===== config.mk =====
export PLATFORM = sky130hd
export DESIGN_NAME = s0_rs_enc
export DESIGN_NICKNAME = d
export VERILOG_FILES = /design/src/rtl/s0_rs_enc.sv
export SDC_FILE = /design/constraint.sdc
export NUM_CORES = 1
export LEC_CHECK = 0
export CAP_MARGIN = 15
export CORE_MARGIN = 8
export CORE_UTILIZATION = 30
export DETAILED_ROUTE_END_ITERATION = 12
export SETUP_SLACK_MARGIN = 0.4
export SYNTH_ARGS = -nofsm -noshare
export SYNTH_HDL_FRONTEND = slang
export SYNTH_SLANG_ARGS = --single-unit

===== constraint.sdc =====
create_clock -name clk -period 3.15 [get_ports clk]
set_input_delay 0.7875 -clock clk [delete_from_list [all_inputs] [get_ports clk]]
set_output_delay 0.7875 -clock clk [all_outputs]
set_load 0.005 [all_outputs]

===== src/rtl/s0_rs_enc.sv =====
// Systematic RS(K+4,K) encoder over GF(2^8), poly 0x11D, generator roots alpha^0..alpha^3.
// Message symbols pass through one output register; four parity symbols follow each message.
module s0_rs_enc #(
  parameter int K = 251
) (
  input  logic       clk,
  input  logic       rst,
  input  logic       in_valid,
  output logic       in_ready,
  input  logic [7:0] in_data,
  output logic       out_valid,
  input  logic       out_ready,
  output logic [7:0] out_data,
  output logic       out_sop,
  output logic       out_eop
);

  localparam int CW = (K > 1) ? $clog2(K) : 1;
  localparam logic [CW-1:0] LAST = CW'(K - 1);

  typedef enum logic {MSG, PAR} state_t;

  // Shift-and-add multiply; with a constant operand this folds to an XOR network.
  function automatic logic [7:0] gf_mul(input logic [7:0] a, input logic [7:0] b);
    logic [7:0] r;
    logic [7:0] x;
    r = 8'h00;
    x = a;
    for (int i = 0; i < 8; i++) begin
      if (b[i]) r = r ^ x;
      x = {x[6:0], 1'b0} ^ (x[7] ? 8'h1D : 8'h00);
    end
    return r;
  endfunction

  state_t        state, state_n;
  logic [CW-1:0] msg_cnt, msg_cnt_n;
  logic [1:0]    par_cnt, par_cnt_n;
  logic [7:0]    p3, p2, p1, p0;
  logic [7:0]    p3_n, p2_n, p1_n, p0_n;
  logic [7:0]    data_n;
  logic          valid_n, sop_n, eop_n;
  logic          load;
  logic [7:0]    fb;

  always_comb begin
    state_n   = state;
    msg_cnt_n = msg_cnt;
    par_cnt_n = par_cnt;
    p3_n      = p3;
    p2_n      = p2;
    p1_n      = p1;
    p0_n      = p0;
    data_n    = out_data;
    valid_n   = out_valid;
    sop_n     = out_sop;
    eop_n     = out_eop;
    load      = !out_valid || out_ready;
    fb        = in_data ^ p3;
    in_ready  = (state == MSG) && load && !rst;

    case (state)
      MSG: begin
        if (in_valid && in_ready) begin
          data_n  = in_data;
          valid_n = 1'b1;
          sop_n   = (msg_cnt == '0);
          eop_n   = 1'b0;
          p3_n    = p2 ^ gf_mul(fb, 8'h0F);
          p2_n    = p1 ^ gf_mul(fb, 8'h36);
          p1_n    = p0 ^ gf_mul(fb, 8'h78);
          p0_n    = gf_mul(fb, 8'h40);
          if (msg_cnt == LAST) begin
            msg_cnt_n = '0;
            state_n   = PAR;
          end else begin
            msg_cnt_n = msg_cnt + 1'b1;
          end
        end else if (load) begin
          valid_n = 1'b0;
        end
      end
      PAR: begin
        // Shifting zeros in leaves the remainder cleared for the next codeword.
        if (load) begin
          data_n    = p3;
          valid_n   = 1'b1;
          sop_n     = 1'b0;
          eop_n     = (par_cnt == 2'd3);
          p3_n      = p2;
          p2_n      = p1;
          p1_n      = p0;
          p0_n      = 8'h00;
          par_cnt_n = par_cnt + 2'd1;
          if (par_cnt == 2'd3) begin
            par_cnt_n = 2'd0;
            state_n   = MSG;
          end
        end
      end
      default: state_n = MSG;
    endcase
  end

  always_ff @(posedge clk) begin
    if (rst) begin
      state     <= MSG;
      msg_cnt   <= '0;
      par_cnt   <= 2'd0;
      p3        <= 8'h00;
      p2        <= 8'h00;
      p1        <= 8'h00;
      p0        <= 8'h00;
      out_data  <= 8'h00;
      out_valid <= 1'b0;
      out_sop   <= 1'b0;
      out_eop   <= 1'b0;
    end else begin
      state     <= state_n;
      msg_cnt   <= msg_cnt_n;
      par_cnt   <= par_cnt_n;
      p3        <= p3_n;
      p2        <= p2_n;
      p1        <= p1_n;
      p0        <= p0_n;
      out_data  <= data_n;
      out_valid <= valid_n;
      out_sop   <= sop_n;
      out_eop   <= eop_n;
    end
  end

endmodule

==> Word level (Yosys, flattened, before mapping) <==
Index checks and enable logic that the tools add are counted.
{ "classes": {"n_bitwise": 20, "n_mux": 61, "n_eq_ne": 5, "reduce_logical": 11, "n_addsub": 2} }
{ "op_table": {"columns": ["op", "count"], "rows": [
  ["two-way mux 8 bit", 35],
  ["XOR 8 bit", 13],
  ["one-hot mux 8 bit (2 select lines)", 5],
  ["XOR 8 x 5 -> 8 bit", 6],
  ["two-way mux 5 bit", 6],
  ["two-way mux 1 bit", 10],
  ["adder 8 x 1 -> 8 bit (second input constant)", 1],
  ["equality test 8 bit (second input constant)", 1],
  ["logical NOT 8 bit", 1],
  ["one-hot mux 1 bit (2 select lines)", 4],
  ["AND reduction 2 bit", 4],
  ["inequality test 2 x 1 -> 1 bit (second input constant)", 2],
  ["logical AND 1 bit", 3],
  ["inequality test 3 x 2 -> 1 bit (second input constant)", 1],
  ["adder 2 x 1 -> 2 bit (second input constant)", 1],
  ["equality test 2 bit (second input constant)", 1],
  ["logical NOT 1 bit", 2],
  ["two-way mux 2 bit", 1],
  ["logical OR 1 bit", 1],
  ["NOT 1 bit", 1]
]} }
{ "word_totals": {"elab_cells": 110, "register_bits": 54, "in_bits": 12, "out_inout_bits": 12} }

==> Longest topological paths before layout <==
{ "depth": {"word_depth": 21, "depth_mapped": 8, "ltp_nobuf": 7} }

==> Worst setup path after synthesis <==
Ideal clock, no wire load.
{ "synth_path": {"path_type": "input to register", "startpoint": "in in_data[4]", "endpoint": "reg p1[6]", "path_buffers": 0, "arrival_ns": 2.449, "setup_slack_ns": 0.611, "setup_ns": 0.091, "path_stages": 6, "required_ns": 3.059, "cell_sequence": "xnor2_2 xor2_2 xnor2_2 xnor3_1 or3_1 a311oi_1"} }
{ "synth_via": {"elab_chain_len": 14} }
{ "synth_lines": {"columns": ["element", "line_no", "text"], "rows": [
  ["from (decl)", "10", "input logic [7:0] in_data,"],
  ["XOR 8 bit", "59", "fb = in_data ^ p3;"],
  ["XOR 8 x 5 -> 8 bit (3 in a row)", "31", "x = {x[6:0], 1'b0} ^ (x[7] ? 8'h1D : 8'h00);"],
  ["two-way mux 5 bit", "31", null],
  ["XOR 8 x 5 -> 8 bit (3 in a row)", "31", null],
  ["XOR 8 bit", "30", "if (b[i]) r = r ^ x;"],
  ["two-way mux 8 bit", "64", "if (in_valid && in_ready) begin"],
  ["two-way mux 8 bit", "62", "case (state)"],
  ["XOR 8 bit", "71", "p1_n = p0 ^ gf_mul(fb, 8'h78);"],
  ["two-way mux 8 bit", "64", null],
  ["one-hot mux 8 bit (2 select lines)", "62", null],
  ["to (signal assigned)", "124", "p1 <= p1_n;"],
  ["to (decl)", "39", "logic [7:0] p3, p2, p1, p0;"]
]} }
Every way passes these cells. The select of a mux whose other input is x is not followed.
A chain may end at the register's enable or synchronous reset.

==> Final worst setup path <==
{ "layout_path": {"startpoint": "in in_data[3]", "endpoint": "reg p1[4]"} }
{ "layout_via": {"elab_chain_len": 16, "elab_cells_between_ends": 17, "cone_classes": "7 x mux; 10 x bitwise"} }
{ "layout_lines": {"columns": ["element", "line_no"], "rows": [
  ["XOR 8 bit (*)", "59"],
  ["XOR 8 x 5 -> 8 bit (*) (4 in a row)", "31"],
  ["two-way mux 5 bit (*)", "31"],
  ["XOR 8 x 5 -> 8 bit (*)", "31"],
  ["XOR 8 bit", "30"],
  ["two-way mux 8 bit", "64"],
  ["two-way mux 8 bit", "62"],
  ["XOR 8 bit (*)", "30"],
  ["two-way mux 8 bit (*)", "64"],
  ["two-way mux 8 bit (*)", "62"],
  ["XOR 8 bit (*)", "71"],
  ["two-way mux 8 bit (*)", "64"],
  ["one-hot mux 8 bit (2 select lines) (*)", "62"]
]} }
Every way passes the cells marked *; elsewhere a longest branch is shown, timed or not. The select of a mux whose other input is x is not followed.

==> flow_summary.json <==
{
  "fin_crit_sh": 0.855,
  "nFillCells": 1049,
  "hold_class": "reg2reg",
  "die_h_um": 118,
  "r2r-start": "p3[4]",
  "start_util": 0.305,
  "cts_buffers": 5,
  "antenna_found_initial": 0,
  "cpMaxStageDelayCell": "xnor3_1",
  "p_leak_nw": 1.38,
  "cp.depth": 7,
  "ys.warnings.count": 0,
  "portBuffers": 23,
  "fin_area_um2": 3790,
  "htree_levels": 2,
  "netlist_area_um2": 3100,
  "syn_inst": 323,
  "drc": 0,
  "rows": 37,
  "place_hpwl_mm": 4.60,
  "ff2ff_path_depth": 7,
  "synthFlopType": "dfxtp_1",
  "synthArstFlopShare": 0,
  "grt.total_usage": 0.0955,
  "final_common_cell": "nor2_1",
  "crit_top_cell": "xnor3_1",
  "finalSetupTns_ps": 0,
  "slowest_delay_ps": 530,
  "worst-path-buf-inv": 1,
  "worstPathRequired_ps": 3370,
  "setup_viol": 0,
  "placed_cells": 481,
  "cp.arrival_ps": 2920,
  "synth_top_family_by_area": "XOR/XNOR gates",
  "ant_nets": 0,
  "fmax_mhz": 371,
  "power.switching_mw": 0.772,
  "fin_nets": 372,
  "synth_fa_ha_area_frac": 0.0161,
  "cpLargestDelayFamily": "XOR/XNOR gates",
  "finalHoldViolations": 0,
  "internal_power_mw": 1.51,
  "synth_area_per_cell_um2": 9.61,
  "worstPathCellList": "clkdlybuf4s50_1, xnor2_4, xnor3_1, xnor3_1, nand2b_1, or2_0, a311oi_2",
  "path_clk_slew_ps": 100,
  "slew_violations": 0,
  "cap_violations": 0,
  "drtIter0Drc": 95,
  "ir_drop_uv": 237,
  "synthMuxAreaShare": 0.0290,
  "critPathLaunch": "in_data[3]",
  "grt.overflow.total": 0,
  "routed_wl_mm": 6.61,
  "grt_setup_unrepaired": "true",
  "place_area_um2": 3580,
  "numClockSinks": 54,
  "yosys.area_share.simple": 0.160,
  "grt_pass1_vias": 2271,
  "ioPinCount": 24,
  "vias": 2291,
  "dieArea_um2": 13900,
  "synth_compound_area_frac": 0.134,
  "cts_buffer_depth": 2,
  "start_kind": "input pin",
  "synth_edf_count": 0,
  "postCtsHoldBufs": 0,
  "wire_per_inst_um": 13.4,
  "place.gp.congestion": 0.832,
  "final_cell_mix": "60 x nor2_1, 54 x dfxtp_1, 37 x xnor2_1",
  "chipWidth_um": 118,
  "power_mw": 2.29,
  "pwr-share-seq": 0.345,
  "powerDensity_nw_per_um2": 602,
  "finClkSkew_ps": 15.4,
  "yosysSeqAreaShare": 0.348,
  "fp.coreArea_um2": 10200,
  "viasPerCell": 4.65,
  "num_antenna_cells": 0,
  "crit_path_end": "p1[4]",
  "cts-root-buf": "clkbuf_8",
  "path_max_fanout": 5,
  "syn_nets": 339,
  "drive_gt1_frac": 0.157,
  "clkPwrFrac": 0.180,
  "synth_cell_types": 40,
  "crit_type": "in2reg",
  "status": "finished clean",
  "tritoncts": "yes",
  "clock_latency_ps": 310,
  "end_kind": "flop",
  "rrSetupSlack_ps": 990,
  "synth_xor_area_frac": 0.287,
  "grt_start_max_net_pins": 65,
  "fin_crit_ps": 2690,
  "final_cell_count_no_fill": 493,
  "power_frac_comb": 0.475,
  "grt_pass1_wl_mm": 11.0,
  "max_slew.worst_pin.slew_ps": 582,
  "p_sw_frac": 0.338,
  "ys_seq_elements": 54,
  "timing.slew.headroom": 0.609,
  "syn2layout_area_growth_pct": 22.2,
  "hold_depth": 2,
  "first_pass_iters": 4,
  "rr_endpoint": "p1[6]"
}
[final cells by class]
cell class | count | area, um2 | area share
clock buffer | 6 | 82.6 | 0.0218
clock inverter | 2 | 12.5 | 0.00330
inverter | 2 | 7.51 | 0.00198
multi-input combinational | 249 | 2040 | 0.536
sequential | 54 | 1080 | 0.285
tap | 136 | 170 | 0.0448
timing repair buffer | 44 | 405 | 0.107
[cells in the mapped netlist, drive strengths merged (6+ instances only)]
library cell  instances  area share
nor2                 61       0.074
dfxtp                54        0.35
xnor2                47        0.17
a211oi               20       0.048
xor2                 15       0.062
clkbuf               13       0.016
o21ai                13       0.021
a311oi               12       0.036
nand2                11       0.013
or3                  11       0.022
mux2i                 9       0.029
xnor3                 8       0.060
a22oi                 6       0.015
[worst reg2reg max path, delay by kind of cell, from the launching register on]
family	cells	cell delay, ps
simple gates	1	310
flops	1	490
buf+inv	1	160
compound gates	1	250
xor+xnor	4	870
[worst min-delay path by stage]
stage          startpoint    endpoint  slack (ps)
2_1_floorplan  par_cnt[1]  par_cnt[1]         440
3_3_place_gp   par_cnt[1]  par_cnt[1]         450
3_5_place_dp   par_cnt[1]  par_cnt[1]         480
4_1_cts        par_cnt[1]  par_cnt[1]         500
5_1_grt        par_cnt[1]  par_cnt[1]         520
6_report       par_cnt[1]  par_cnt[1]         500
[sequential cells by signal (all words and copies together) (netlist names)]
register,count
p2,8
p1,8
out_valid,1
out_eop,1
out_sop,1
par_cnt,2
out_data,8
msg_cnt,8
state,1
p3,8
p0,8
[layer usage]
metal  vias up  routed length (um)  GRT usage
li1       1183                   -          -
met1      1071                2920      0.111
met2        31                3360      0.169
met3         6                 268     0.0254
met4         0                  57     0.0240
met5         -                   0          0
[per-stage QoR]
stage                util  hold slack, ps  worst slack (ps)
CTS                 0.363             499               373
global route        0.373             519               357
finish              0.373             496               458
floorplan               -             440               611
detailed placement  0.351             484              42.2
global placement    0.351             446               100
[kinds of logic after synthesis]
group,count (synthesis)
AO/OA/AOI/OAI,58
XOR/XNOR,70
adder cells (fa/ha/maj),4
buffers and inverters,20
flip-flops,54
multiplexers,9
AND/OR/NAND/NOR,108
[power by group through the flow]
stage / logic, mW / clock network, mW / registers (mW)
5_1_grt: 1.18 / 0.459 / 0.797
6_report: 1.09 / 0.412 / 0.788
3_5_place_dp: 1.04 / 0 / 0.803
3_3_place_gp: 1.04 / 0 / 0.801
4_1_cts: 1.06 / 0.432 / 0.787
2_1_floorplan: 0.816 / 0 / 0.794
[timing repair]
| item | 4_1_cts | 5_1_grt |
|---|---|---|
| pin swaps | 1 | 4 |
| gates resized for setup | 4 | 11 |
| buffers inserted | 0 | 4 |
| endpoints found under the setup margin | 4 | 9 |
(Power assumes the default switching activity.)
